==> src/rtl/fifo_sync_flags.sv <==
// -----------------------------------------------------------------------------
// fifo_sync_flags
//   Single-clock FIFO with an occupancy count, programmable almost-full and
//   almost-empty thresholds, one-cycle overflow/underflow error pulses and an
//   optional first-word-fall-through read port.
//
// Parameters
//   DATA_WIDTH  word width in bits
//   MEM_DEPTH   number of entries (power of 2, >= 4)
//   FWFT        0 = registered read (dout valid the cycle after rd_en)
//               1 = first-word-fall-through (dout shows head while not empty)
//   AF_THRESH   almost_full  when count >= AF_THRESH (1..MEM_DEPTH)
//   AE_THRESH   almost_empty when count <= AE_THRESH (0..MEM_DEPTH-1)
//
// Ports
//   clk, rst      single rising-edge clock, synchronous active-high reset
//   wr_en, din    write request and data
//   rd_en         read request (pop of the head word in FWFT mode)
//   dout          read data
//   full, empty, almost_full, almost_empty   flags decoded from count
//   count         registered occupancy, 0..MEM_DEPTH
//   overflow      one-cycle pulse after a write was rejected (FIFO full)
//   underflow     one-cycle pulse after a read was rejected (FIFO empty)
//
// Handshake: a write is accepted on a rising edge where wr_en=1 and full=0;
// a read is accepted on a rising edge where rd_en=1 and empty=0. A request
// that meets a full/empty FIFO is dropped and reported by the matching error
// pulse on the next cycle; it never moves pointers, count or data. Both
// requests in the same cycle are evaluated against the pre-edge count, so a
// full FIFO still accepts the read and an empty one still accepts the write.
// -----------------------------------------------------------------------------
module fifo_sync_flags #(
    parameter int DATA_WIDTH = 8,
    parameter int MEM_DEPTH  = 16,
    parameter int FWFT       = 0,
    parameter int AF_THRESH  = MEM_DEPTH - 2,
    parameter int AE_THRESH  = 2
) (
    input  logic                         clk,
    input  logic                         rst,
    input  logic                         wr_en,
    input  logic [DATA_WIDTH-1:0]        din,
    input  logic                         rd_en,
    output logic [DATA_WIDTH-1:0]        dout,
    output logic                         full,
    output logic                         empty,
    output logic                         almost_full,
    output logic                         almost_empty,
    output logic [$clog2(MEM_DEPTH):0]   count,
    output logic                         overflow,
    output logic                         underflow
);

    localparam int AW = $clog2(MEM_DEPTH);
    localparam int CW = AW + 1;

    localparam logic [AW-1:0] PTR_ONE   = AW'(1);
    localparam logic [CW-1:0] CNT_ONE   = CW'(1);
    localparam logic [CW-1:0] CNT_DEPTH = CW'(MEM_DEPTH);
    localparam logic [CW-1:0] CNT_AF    = CW'(AF_THRESH);
    localparam logic [CW-1:0] CNT_AE    = CW'(AE_THRESH);

    logic [DATA_WIDTH-1:0] mem [MEM_DEPTH];
    logic [AW-1:0]         wr_ptr;
    logic [AW-1:0]         rd_ptr;
    logic [CW-1:0]         count_q;
    logic                  overflow_q;
    logic                  underflow_q;
    logic                  wr_ok;
    logic                  rd_ok;

    // Flags come only from the registered count, never from the requests.
    assign full         = (count_q == CNT_DEPTH);
    assign empty        = (count_q == '0);
    assign almost_full  = (count_q >= CNT_AF);
    assign almost_empty = (count_q <= CNT_AE);
    assign count        = count_q;
    assign overflow     = overflow_q;
    assign underflow    = underflow_q;

    // Requests are ignored entirely while rst is high.
    assign wr_ok = !rst && wr_en && !full;
    assign rd_ok = !rst && rd_en && !empty;

    // Storage has no reset; stale words are unreachable once pointers clear.
    always_ff @(posedge clk) begin
        if (wr_ok) begin
            mem[wr_ptr] <= din;
        end
    end

    always_ff @(posedge clk) begin
        if (rst) begin
            wr_ptr      <= '0;
            rd_ptr      <= '0;
            count_q     <= '0;
            overflow_q  <= 1'b0;
            underflow_q <= 1'b0;
        end else begin
            overflow_q  <= wr_en && full;
            underflow_q <= rd_en && empty;
            if (wr_ok) begin
                wr_ptr <= wr_ptr + PTR_ONE;   // wraps naturally, depth is 2^AW
            end
            if (rd_ok) begin
                rd_ptr <= rd_ptr + PTR_ONE;
            end
            if (wr_ok && !rd_ok) begin
                count_q <= count_q + CNT_ONE;
            end else if (rd_ok && !wr_ok) begin
                count_q <= count_q - CNT_ONE;
            end
        end
    end

    generate
        if (FWFT != 0) begin : g_fwft
            // hold_q remembers the head word last shown so dout stays put
            // once the FIFO drains.
            logic [DATA_WIDTH-1:0] hold_q;

            always_ff @(posedge clk) begin
                if (rst) begin
                    hold_q <= '0;
                end else if (!empty) begin
                    hold_q <= mem[rd_ptr];
                end
            end

            assign dout = empty ? hold_q : mem[rd_ptr];
        end else begin : g_std
            logic [DATA_WIDTH-1:0] dout_q;

            always_ff @(posedge clk) begin
                if (rst) begin
                    dout_q <= '0;
                end else if (rd_ok) begin
                    dout_q <= mem[rd_ptr];
                end
            end

            assign dout = dout_q;
        end
    endgenerate

endmodule

==> config.mk <==
export PLATFORM = sky130hd
export DESIGN_NAME = fifo_sync_flags
export DESIGN_NICKNAME = d
export VERILOG_FILES = /design/src/rtl/fifo_sync_flags.sv
export SDC_FILE = /design/constraint.sdc
export NUM_CORES = 1
export LEC_CHECK = 0
export CAP_MARGIN = 20
export CORE_MARGIN = 2
export CORE_UTILIZATION = 55
export CTS_BUF_LIST = sky130_fd_sc_hd__clkbuf_8
export CTS_CLUSTER_DIAMETER = 100
export DETAILED_ROUTE_END_ITERATION = 8
export PLACE_DENSITY = 0.74
export SLEW_MARGIN = 15
export SYNTH_ARGS = -nofsm -noshare
export SYNTH_HDL_FRONTEND = slang
export SYNTH_SLANG_ARGS = --single-unit
==> constraint.sdc <==
create_clock -name clk -period 9 [get_ports clk]
set_input_delay 1.8 -clock clk [delete_from_list [all_inputs] [get_ports clk]]
set_output_delay 1.8 -clock clk [all_outputs]
set_load 0.005 [all_outputs]
Word level (Yosys, flattened, before mapping)
Memories as Yosys holds them, arrays and structs flattened. A register that Yosys moved wholly into a read port is not among the register bits.
Index checks and enable logic that the tools add are counted.
W data, S select, Z words.
{"block": "classes", "addsub": 4, "n_lt_le_gt_ge": 2, "n_eq_ne": 1, "muxes": 4, "reduce_logical": 15}
{"cell": "$mux W5", "count": 2}
{"cell": "$add A4 B1 Y4 const B", "count": 2}
{"cell": "$logic_and A1 B1 Y1", "count": 8}
{"cell": "$add A5 B1 Y5 const B", "count": 1}
{"cell": "$eq A5 B5 Y1 const B", "count": 1}
{"cell": "$ge A5 B4 Y1 const B", "count": 1}
{"cell": "$le A5 B2 Y1 const B", "count": 1}
{"cell": "$logic_not A1 Y1", "count": 5}
{"cell": "$logic_not A5 Y1", "count": 1}
{"cell": "$sub A5 B1 Y5 const B", "count": 1}
{"cell": "$mux W1", "count": 2}
{"cell": "$reduce_bool A2 Y1", "count": 1}
{"block": "word_totals", "regBits": 15, "mem_bits_rw": 128, "inputBits": 12, "out_inout_bits": 19, "elab_cells": 32, "n_memories": 1}
{"memory": "mem", "words": 16, "width": 8, "read_ports": 1, "rd_clocked_by_memory_dff": 1, "wr": 1, "line": "63", "text": "logic [DATA_WIDTH-1:0] mem [MEM_DEPTH];"}

Logic depth before layout (Yosys ltp)
Gate-level depths: netlist of run 1.
{"block": "depth", "depth_word": 7, "depth_mapped": 10, "mapped_depth_nobuf": 9}

Least setup slack after synthesis of run 1
OpenSTA, ideal clock, no wires.
{"block": "synth_timing", "kind": "input -> register", "startpoint": "in rst", "endpoint": "reg count_q[4], in the netlist count[4]", "setup_ps": 121, "t_arrival_ps": 4103, "t_required_ps": 8879, "setup_slack_ps": 4777, "path_stages": 10, "path_buffers": 1, "path_cell_list": "clkbuf_1 > nand2b_1 > a21oi_1 > ha_1 > inv_1 > fa_1 > a21o_1 > a21oi_1 > mux2i_1 > mux2_2"}
{"block": "synth_via", "elab_chain_len": 6, "elab_cells_between_ends": 11, "classes_between": "1 x mux; 10 x reduce/logical"}
{"item": "start, declared", "line": "40", "text": "input logic rst,"}
{"item": "$logic_not A1 Y1 *", "line": "82", "text": "assign wr_ok = !rst && wr_en && !full;"}
{"item": "$logic_and A1 B1 Y1 * (2 in a row)", "line": "82"}
{"item": "net wr_ok", "line": "69", "text": "logic wr_ok;"}
{"item": "$logic_not A1 Y1", "line": "110", "text": "end else if (rd_ok && !wr_ok) begin"}
{"item": "$logic_and A1 B1 Y1", "line": "110"}
{"item": "$reduce_bool A2 Y1 (no source line)"}
{"item": "end signal, assigned", "line": "109", "text": "count_q <= count_q + CNT_ONE;"}
{"item": "end signal, assigned", "line": "111", "text": "count_q <= count_q - CNT_ONE;"}
{"item": "end, declared", "line": "66", "text": "logic [CW-1:0] count_q;"}
The timed path passes the listed nets; every way through them passes the cells marked *.
A chain may end at the register's enable or synchronous reset.

Final worst setup path of run 1
Same ends and word-level chain as after synthesis.

==> results.yml, run 1 <==
grt:
  grt_pass1_vias: 2990
  grt_usage_pct: 20.69
  grt_max_degree: 35
  antenna_found_initial: 0
  grt_overflow: 0
  grt_pass1_wl_um: 17060
flow_run:
  drv_cap: 0
logic_synthesis:
  synth-edff-count: 128
  syn_inst: 331
  syn_nets: 353
  synth-seq-area-share_pct: 71.25
  synth.most_common_cell: "edfxtp_1"
  synthArstFlopShare_pct: 0
  synthTopCellsByCount: "128 x edfxtp_1, 32 x mux4_2, 27 x nor2_1"
  synth_top_area_cell: "edfxtp_1"
  synth_cell_types: 37
  yosysWarnings: 0
  synth_flop_cell: "edfxtp_1"
  synthTopCellsByArea: "edfxtp_1 64%, mux4_2 12%, dfxtp_1 7.6%, mux2i_1 3.0%, ha_1 1.9%"
  syn_avg_cell_area_um2: 18.25
  synth_seq_cells: 151
  yosys.area.top_type_share_pct: 63.63
  netlist_area_um2: 6041
drt:
  firstDrtPassIters: 4
  first_iter_violations: 230
  antenna_left: 0
  wl_um: 10930
  vias: 3085
  via_per_inst: 5.899
  drc: 0
  wl_per_cell_um: 20.90
worst_setup_path:
  critPathRequiredTime_ns: 9.34
  arrival_ns: 5.05
  end_kind: "flop"
  start_kind: "primary input"
  crit_type: "primary input to flop"
  path_max_fanout: 18
die:
  rows: 38
  ios: 31
  dieArea_um2: 11840
  initial_core_util_pct: 55.97
  die_h_um: 108.8
  core_um2: 10790
  die_w_um: 108.8
pwr:
  leakagePower_nw: 2.276
  peakVddDrop_uv: 171.2
  p_per_area_nw_per_um2: 252.9
timing:
  worstMarginPinSlew_ns: 1.008
  final_max_slew_viol_count: 0
  fmax_mhz: 212.3
  fin_skew_ns: 0.006062
  period_share_pct: 52.34
  setup_tns_ns: 0
  rsz0062_at_grt: "false"
  setup_viol: 0
  relSlewSlack_pct: 32.80
  hold_viol: 0
  worst_slack_ns: 4.289
  post-route-min-period_ns: 4.711
finish:
  n_antenna_cell: 0
  area_growth_syn_to_layout_pct: 15.02
  multi_input_area_um2: 1625
  nFillCells: 755
  fin_util_pct: 64.38
  layout.nets: 392
  final_layout_size_suffix_gt1_share_pct: 20.10
  seqCellArea_um2: 4305
clock_tree:
  postCtsSetupBuffers: 0
  clock_sinks: 151
  cts-resized-gates: 0
  cts_buffers: 17
  cts_buffer_depth: 2
  cts_max_level: 4
  clkTransAtPathRegs_ns: 0.08
  ctsHoldBuffers: 0
  root_buffer: "clkbuf_8"
  cts_tree: "yes"
  clk_latency_ns: 0.44
outcome:
  status: "finished, final reports clean"
place:
  place_congestion: 0.7511
  pre_cts_slack_ns: 3.837
  hpwl_um: 6839
  io_buffers: 30
hold_path:
  holdCritPathClass: "flop to flop"
==> state kept, by name, summed over array words and instances, names as in the netlist <==
| register | count |
|---|---|
| underflow | 1 |
| mem | 128 |
| rd_ptr | 4 |
| wr_ptr | 4 |
| dout | 8 |
| count | 5 |
| overflow | 1 |
==> logic make-up (layout without fill, tap and decap cells) <==
group / after synthesis / after routing / synth area share (%)
flip-flops: 151 / 151 / 71.25
multiplexers: 51 / 51 / 15.10
AND/OR/NAND/NOR: 51 / 51 / 3.894
AO/OA/AOI/OAI: 34 / 34 / 4.412
buffers and inverters: 25 / 77 / 1.843
adder cells (fa/ha/maj): 10 / 10 / 2.196
XOR/XNOR: 9 / 9 / 1.305
==> power breakdown <==
group | internal (W) | switching [W] | total [W]
Clock | 0.000331 | 0.000252 | 0.000583
Combinational | 0.000178 | 0.000161 | 0.000340
Sequential | 0.000792 | 0.0000423 | 0.000834
Total | 0.00130 | 0.000455 | 0.00176
==> per-layer routing <==
| metal | track usage [%] | vias to the layer above | part of all wire (%) |
|---|---|---|---|
| li1 | - | 1386 | - |
| met1 | 28.82 | 1568 | 44 |
| met5 | 0 | - | 0 |
| met3 | 5.499 | 15 | 6.8 |
| met4 | 8.791 | 0 | 1.6 |
| met2 | 31.29 | 116 | 47 |
==> cells in the final DEF (no fill, tap or decap), types with 3 or more instances in the layout <==
cell type        instances
ha_1                     9
dfxtp_1                 22
nor3_1                   5
nor2_1                  27
xnor2_1                  4
buf_4                    7
nand2b_1                 3
nand2_1                  7
a21o_1                  10
clkbuf_8                17
mux2i_1                 18
bufinv_16                5
edfxtp_1               128
xor2_1                   5
clkdlybuf4s50_1         30
a21oi_1                  5
o22ai_1                  8
mux4_2                  32
inv_1                    8
clkinvlp_4               3
inv_6                    3
==> path summary, 6_finish.rpt <==
kind,slack (ns),end,cells past startpoint,from
hold reg to reg,0.46,dout[2]$_SDFFE_PP0P_,1,dout[2]$_SDFFE_PP0P_
setup / recovery,4.29,count[4]$_SDFFE_PP0P_,10,rst
setup reg to reg,5.81,count[4]$_SDFFE_PP0P_,9,count[0]$_SDFFE_PP0P_
hold / removal,0.46,dout[2]$_SDFFE_PP0P_,1,dout[2]$_SDFFE_PP0P_
==> per-stage QoR <==
step           total power [W]  cells  hold WS (ns)  area, µm²
2_1_floorplan         0.001067    331        0.4509       6041
3_3_place_gp          0.001187    491        0.4353       6489
3_5_place_dp          0.001193    491        0.4436       6489
4_1_cts               0.001774    523        0.4624       6948
5_1_grt               0.001838    523        0.4783       6948
6_report              0.001757    523        0.4581       6948
==> worst max-delay path, cell delays in order <==
cell and delay [ns]:
clkdlybuf4s50_1 0.73, nand2b_1 0.34, a21oi_1 0.49, ha_1 0.27, inv_1 0.11, fa_1 0.41
a21o_1 0.19, a21oi_1 0.16, mux2i_1 0.21, mux2_2 0.34
==> layout make-up <==
class | count | share of cell area [%]
Inverter | 8 | 0.4322
Multi-Input combinational cell | 155 | 23.39
Sequential cell | 151 | 61.97
Clock buffer | 17 | 3.368
Clock inverter | 15 | 3.241
Timing Repair Buffer | 37 | 5.078
Tap cell | 140 | 2.521
No activity file was read; power rests on OpenSTA's default activity.
==> run 2, diff against run 1 <==
==> constraint.sdc (replaced) <==
create_clock -name clk -period 4.7 [get_ports clk]
set_input_delay 0.94 -clock clk [delete_from_list [all_inputs] [get_ports clk]]
set_output_delay 0.94 -clock clk [all_outputs]
set_load 0.005 [all_outputs]
==> run 2 against run 1 <==
Against the previous run:
- sequential power rose by 94%
- global-route usage rose by 0.36 points
- hold slack improved by 0.0032 ns
- clock skew rose by 0.0058 ns
- largest cell class unchanged
==> results.yml, run 2 (synthesis results as in run 1) <==
grt:
  grt_pass1_vias: 3188
  grt_max_degree: 35
  grt_pass1_wl_um: 17440
  grt_overflow: 0
  grt_usage_pct: 21.05
  antenna_found_initial: 0
die:
  initial_core_util_pct: 55.97
  dieArea_um2: 11840
  rows: 38
  ios: 31
  core_um2: 10790
  die_w_um: 108.8
  die_h_um: 108.8
timing:
  period_share_pct: 76.99
  fin_skew_ns: 0.01181
  setup_tns_ns: 0
  setup_viol: 0
  hold_viol: 0
  rsz0062_at_grt: "false"
  post-route-min-period_ns: 3.619
  hold-worst-slack_ns: 0.4613
  fmax_mhz: 276.3
  worstMarginPinSlew_ns: 1.022
  relSlewSlack_pct: 31.62
  worst_slack_ns: 1.081
  final_max_slew_viol_count: 0
drt:
  m1WireLength_um: 4934
  wl_per_cell_um: 21.35
  first_iter_violations: 186
  antenna_left: 0
  dr_wl_met3_um: 514
  vias: 3063
  firstDrtPassIters: 4
  top_layer_used: "met4"
  drc: 0
  wl_um: 11190
  wl_met2_um: 5501
  via_per_inst: 5.845
clock_tree:
  cts_tree: "yes"
  cts-resized-gates: 0
  clkTransAtPathRegs_ns: 0.08
  clock_sinks: 151
  postCtsSetupBuffers: 0
  clk_latency_ns: 0.44
  root_buffer: "clkbuf_8"
  cts_buffers: 17
  cts_max_level: 4
  ctsHoldBuffers: 0
  cts_buffer_depth: 2
worst_setup_path:
  startpoint: "rst"
  r2r_end: "count[4]$_SDFFE_PP0P_"
  crit_end: "count[4]$_SDFFE_PP0P_"
  arrival_ns: 3.95
  path_max_fanout: 18
  crit_type: "primary input to flop"
  rrSetupSlack_ns: 1.51
  r2r_start: "count[0]$_SDFFE_PP0P_"
  end_kind: "flop"
  start_kind: "primary input"
  critPathRequiredTime_ns: 5.03
  reg2reg_depth: 9
pwr:
  p_per_area_nw_per_um2: 454.4
  peakVddDrop_uv: 344.4
  p_total_w: 0.003111
  leakagePower_nw: 2.250
finish:
  layout_commonest_cell: "edfxtp_1"
  final_layout_size_suffix_gt1_share_pct: 19.53
  area_growth_syn_to_layout_pct: 13.36
  fin_util_pct: 63.45
  largest_reg_flops: 128
  top_register: "mem"
  layout.nets: 394
  n_antenna_cell: 0
  nFillCells: 751
  final_cell_mix: "128 x edfxtp_1, 32 x mux4_2, 30 x clkdlybuf4s50_1, 27 x nor2_1, 22 x dfxtp_1"
place:
  io_buffers: 30
  place_congestion: 0.8026
  pre_cts_slack_ns: 0.6625
  hpwl_um: 7030
flow_run:
  drv_cap: 0
hold_path:
  holdCritPathClass: "flop to flop"
outcome:
  status: "finished, final reports clean"
## run 2: critical path: stages
cell             delay [ns]
clkdlybuf4s50_1        0.41
buf_4                  0.20
nand2b_1               0.20
a21oi_1                0.50
ha_1                   0.27
inv_1                  0.11
fa_1                   0.42
a21o_1                 0.19
a21oi_1                0.16
mux2i_1                0.21
mux2_2                 0.34
## run 2: area by class of cell
class	count	area (µm²)	area share, %
clock inverters	13	93.84	1.370
repair buffers	39	367.9	5.372
flip-flops and latches	151	4308	62.91
clock buffers	18	247.7	3.618
well taps	140	175.2	2.558
multi-input cells	155	1625	23.73
inverters	8	30.03	0.4385
## run 2: how the worst min path moves through the flow
stage	cells after the start	slack (ns)	endpoint	startpoint
2_1_floorplan	1	0.45	dout[0]$_SDFFE_PP0P_	dout[0]$_SDFFE_PP0P_
3_3_place_gp	1	0.43	dout[1]$_SDFFE_PP0P_	dout[1]$_SDFFE_PP0P_
3_5_place_dp	1	0.44	dout[1]$_SDFFE_PP0P_	dout[1]$_SDFFE_PP0P_
4_1_cts	1	0.47	dout[6]$_SDFFE_PP0P_	dout[6]$_SDFFE_PP0P_
5_1_grt	1	0.48	dout[6]$_SDFFE_PP0P_	dout[6]$_SDFFE_PP0P_
6_report	1	0.46	dout[6]$_SDFFE_PP0P_	dout[6]$_SDFFE_PP0P_
## run 2: layer usage
layer	up-vias	GRT usage (%)
met5	-	0
met4	0	9.707
met3	18	5.678
met2	81	33.13
met1	1575	27.67
li1	1389	-
## run 2: stage by stage
stage | std cells | area (µm²)
after CTS | 524 | 6845
after global placement | 493 | 6504
after global routing | 524 | 6848
after detailed placement | 493 | 6504
final | 524 | 6848
after floorplan | 331 | 6041
## run 2: power by group
group | total (W) | internal, W | leakage, nW | switching (W)
clock network | 0.000858 | 0.000416 | 0.185 | 0.000442
logic | 0.000632 | 0.000343 | 0.724 | 0.000288
registers | 0.00162 | 0.00152 | 1.34 | 0.000104
total | 0.00311 | 0.00228 | 2.25 | 0.000834
==> run 3, diff against run 2 <==
==> constraint.sdc (replaced) <==
create_clock -name clk -period 3.4 [get_ports clk]
set_input_delay 0.68 -clock clk [delete_from_list [all_inputs] [get_ports clk]]
set_output_delay 0.68 -clock clk [all_outputs]
set_load 0.005 [all_outputs]
==> run 3 against run 2 <==
Against the previous run:
- global-route usage grew 0.73 points
- wire length grew 4.6%
- non-clock buffer count increased by 19
- sequential power up 37%
- largest cell class unchanged
- cell count rose by 3.8%
- via count grew 4.7%
- total power rose by 47%
- combinational power up 55%
- hold slack worse by 0.0053 ns
- largest power group unchanged
- highest routed layer unchanged
- core utilization rose by 2.0 points
- clock skew fell by 0.0052 ns
- clock power rose by 61%
==> results.yml, run 3 (synthesis results as in run 1) <==
timing:
  fmax_mhz: 333.9
  worstMarginPinSlew_ns: 0.6747
  setup_viol: 0
  post-route-min-period_ns: 2.995
  setup_tns_ns: 0
  final_max_slew_viol_count: 0
  relSlewSlack_pct: 55.02
  hold_viol: 0
  fin_skew_ns: 0.006661
  period_share_pct: 88.08
  rsz0062_at_grt: "false"
worst_setup_path:
  cpLargestDelayFamily: "adder cells"
  arrival_ns: 3.33
  worst-path-buf-inv: 1
  crit_type: "flop to flop"
  start_kind: "flop"
  slowest_stage: "or4_1"
  slowest_delay_ns: 0.60
  worstPathCellList: "or4_1 > o21ai_2 > ha_1 > inv_1 > fa_1 > a21o_1 > a21oi_1 > mux2i_1 > mux2_2"
  critPathRequiredTime_ns: 3.74
  end_kind: "flop"
  path_max_fanout: 7
drt:
  via_per_inst: 5.895
  first_iter_violations: 267
  wl_per_cell_um: 21.51
  vias: 3207
  drc: 0
  antenna_left: 0
  wl_um: 11700
  firstDrtPassIters: 5
finish:
  multi_input_area_um2: 1625
  nFillCells: 737
  largest_reg_flops: 128
  final_layout_size_suffix_gt1_share_pct: 23.51
  n_antenna_cell: 0
  top_register: "mem"
  final_cell_mix: "128 x edfxtp_1, 32 x mux4_2, 30 x clkdlybuf4s50_1, 27 x nor2_1, 27 x buf_4"
  layout.nets: 413
  fin_area_um2: 7068
  seqCellArea_um2: 4305
  layout_commonest_cell: "edfxtp_1"
  area_growth_syn_to_layout_pct: 17.00
pwr:
  peakVddDrop_uv: 378.6
  p_per_area_nw_per_um2: 647.5
  power_frac_comb_pct: 21.3
  sequentialPowerShare_pct: 48.4
  p_sw_w: 0.001217
  switching_share_pct: 26.60
  internal_power_w: 0.003359
  clockPowerShare_pct: 30.3
  leakagePower_nw: 2.375
place:
  hpwl_um: 7408
  placed_area_um2: 6659
  place_congestion: 0.7738
  io_buffers: 30
grt:
  grt.met3_usage_pct: 5.678
  grt_usage_pct: 21.79
  grt_max_degree: 35
  busiest_layer: "met2"
  grt_overflow: 0
  antenna_found_initial: 0
  met1_usage_pct: 28.64
  grt_pass1_vias: 3251
  grt_pass1_wl_um: 17950
  use_met2_pct: 35.40
hold_path:
  holdCritPathClass: "flop to flop"
clock_tree:
  root_buffer: "clkbuf_8"
  cts_buffers: 17
  cts_buffer_depth: 2
  clock_sinks: 151
  clkTransAtPathRegs_ns: 0.08
  cts_max_level: 4
  cts_tree: "yes"
  ctsHoldBuffers: 0
  clk_latency_ns: 0.44
  postCtsSetupBuffers: 0
  cts-resized-gates: 0
die:
  initial_core_util_pct: 55.97
  die_w_um: 108.8
  ios: 31
  dieArea_um2: 11840
  rows: 38
  die_h_um: 108.8
  core_um2: 10790
outcome:
  status: "finished, final reports clean"
flow_run:
  drv_cap: 0
run 3: layout make-up:
| class | instances | share of cell area, % |
|---|---|---|
| clock buffer | 18 | 3.505 |
| clock inverter | 14 | 2.284 |
| inverter | 8 | 0.4249 |
| multi-input combinational | 155 | 23.00 |
| sequential | 151 | 60.91 |
| tap | 140 | 2.478 |
| timing repair buffer | 58 | 7.400 |
run 3: worst reg2reg max path: cells and delay by family (launching register included):
kind	cells	cell delay (ns)
simple gates	1	0.60
buf+inv	1	0.11
fa+ha+maj	2	0.63
flops	1	0.40
compound gates	3	0.59
mux	2	0.56
run 3: metrics by stage:
| step | hold slack [ns] | util (%) | setup slack, ns | total power (W) | cells |
|---|---|---|---|---|---|
| 6_report | 0.4561 | 65.49 | 0.4054 | 0.004577 | 544 |
| 5_1_grt | 0.4799 | 65.49 | 0.2679 | 0.004781 | 544 |
| 4_1_cts | 0.4637 | 65.49 | 0.4114 | 0.004606 | 544 |
| 3_5_place_dp | 0.4427 | 61.70 | 0.1111 | 0.003236 | 512 |
| 3_3_place_gp | 0.4340 | 61.70 | 0.2202 | 0.003207 | 512 |
| 2_1_floorplan | 0.4509 | - | 0.2968 | 0.002823 | 331 |
run 3: final timing paths:
kind,start,end,depth (start not counted),slack (ns)
setup / recovery,count[0]$_SDFFE_PP0P_,count[4]$_SDFFE_PP0P_,9,0.41
hold reg to reg,dout[3]$_SDFFE_PP0P_,dout[3]$_SDFFE_PP0P_,1,0.46
hold / removal,dout[3]$_SDFFE_PP0P_,dout[3]$_SDFFE_PP0P_,1,0.46
setup reg to reg,count[0]$_SDFFE_PP0P_,count[4]$_SDFFE_PP0P_,9,0.41
run 3: per-layer routing:
metal / wire (µm) / part of all wire (%)
met1: 5066 / 43
met2: 5991 / 51
met3: 479 / 4.1
met4: 166 / 1.4
met5: 0 / 0
run 3: power by group through the flow:
stage	logic (W)	clock network, W	registers, W
detailed placement	0.000977	0	0.00226
floorplan	0.000617	0	0.00221
CTS	0.000980	0.00141	0.00222
global placement	0.000954	0	0.00225
global route	0.00106	0.00149	0.00223
finish	0.000977	0.00138	0.00222
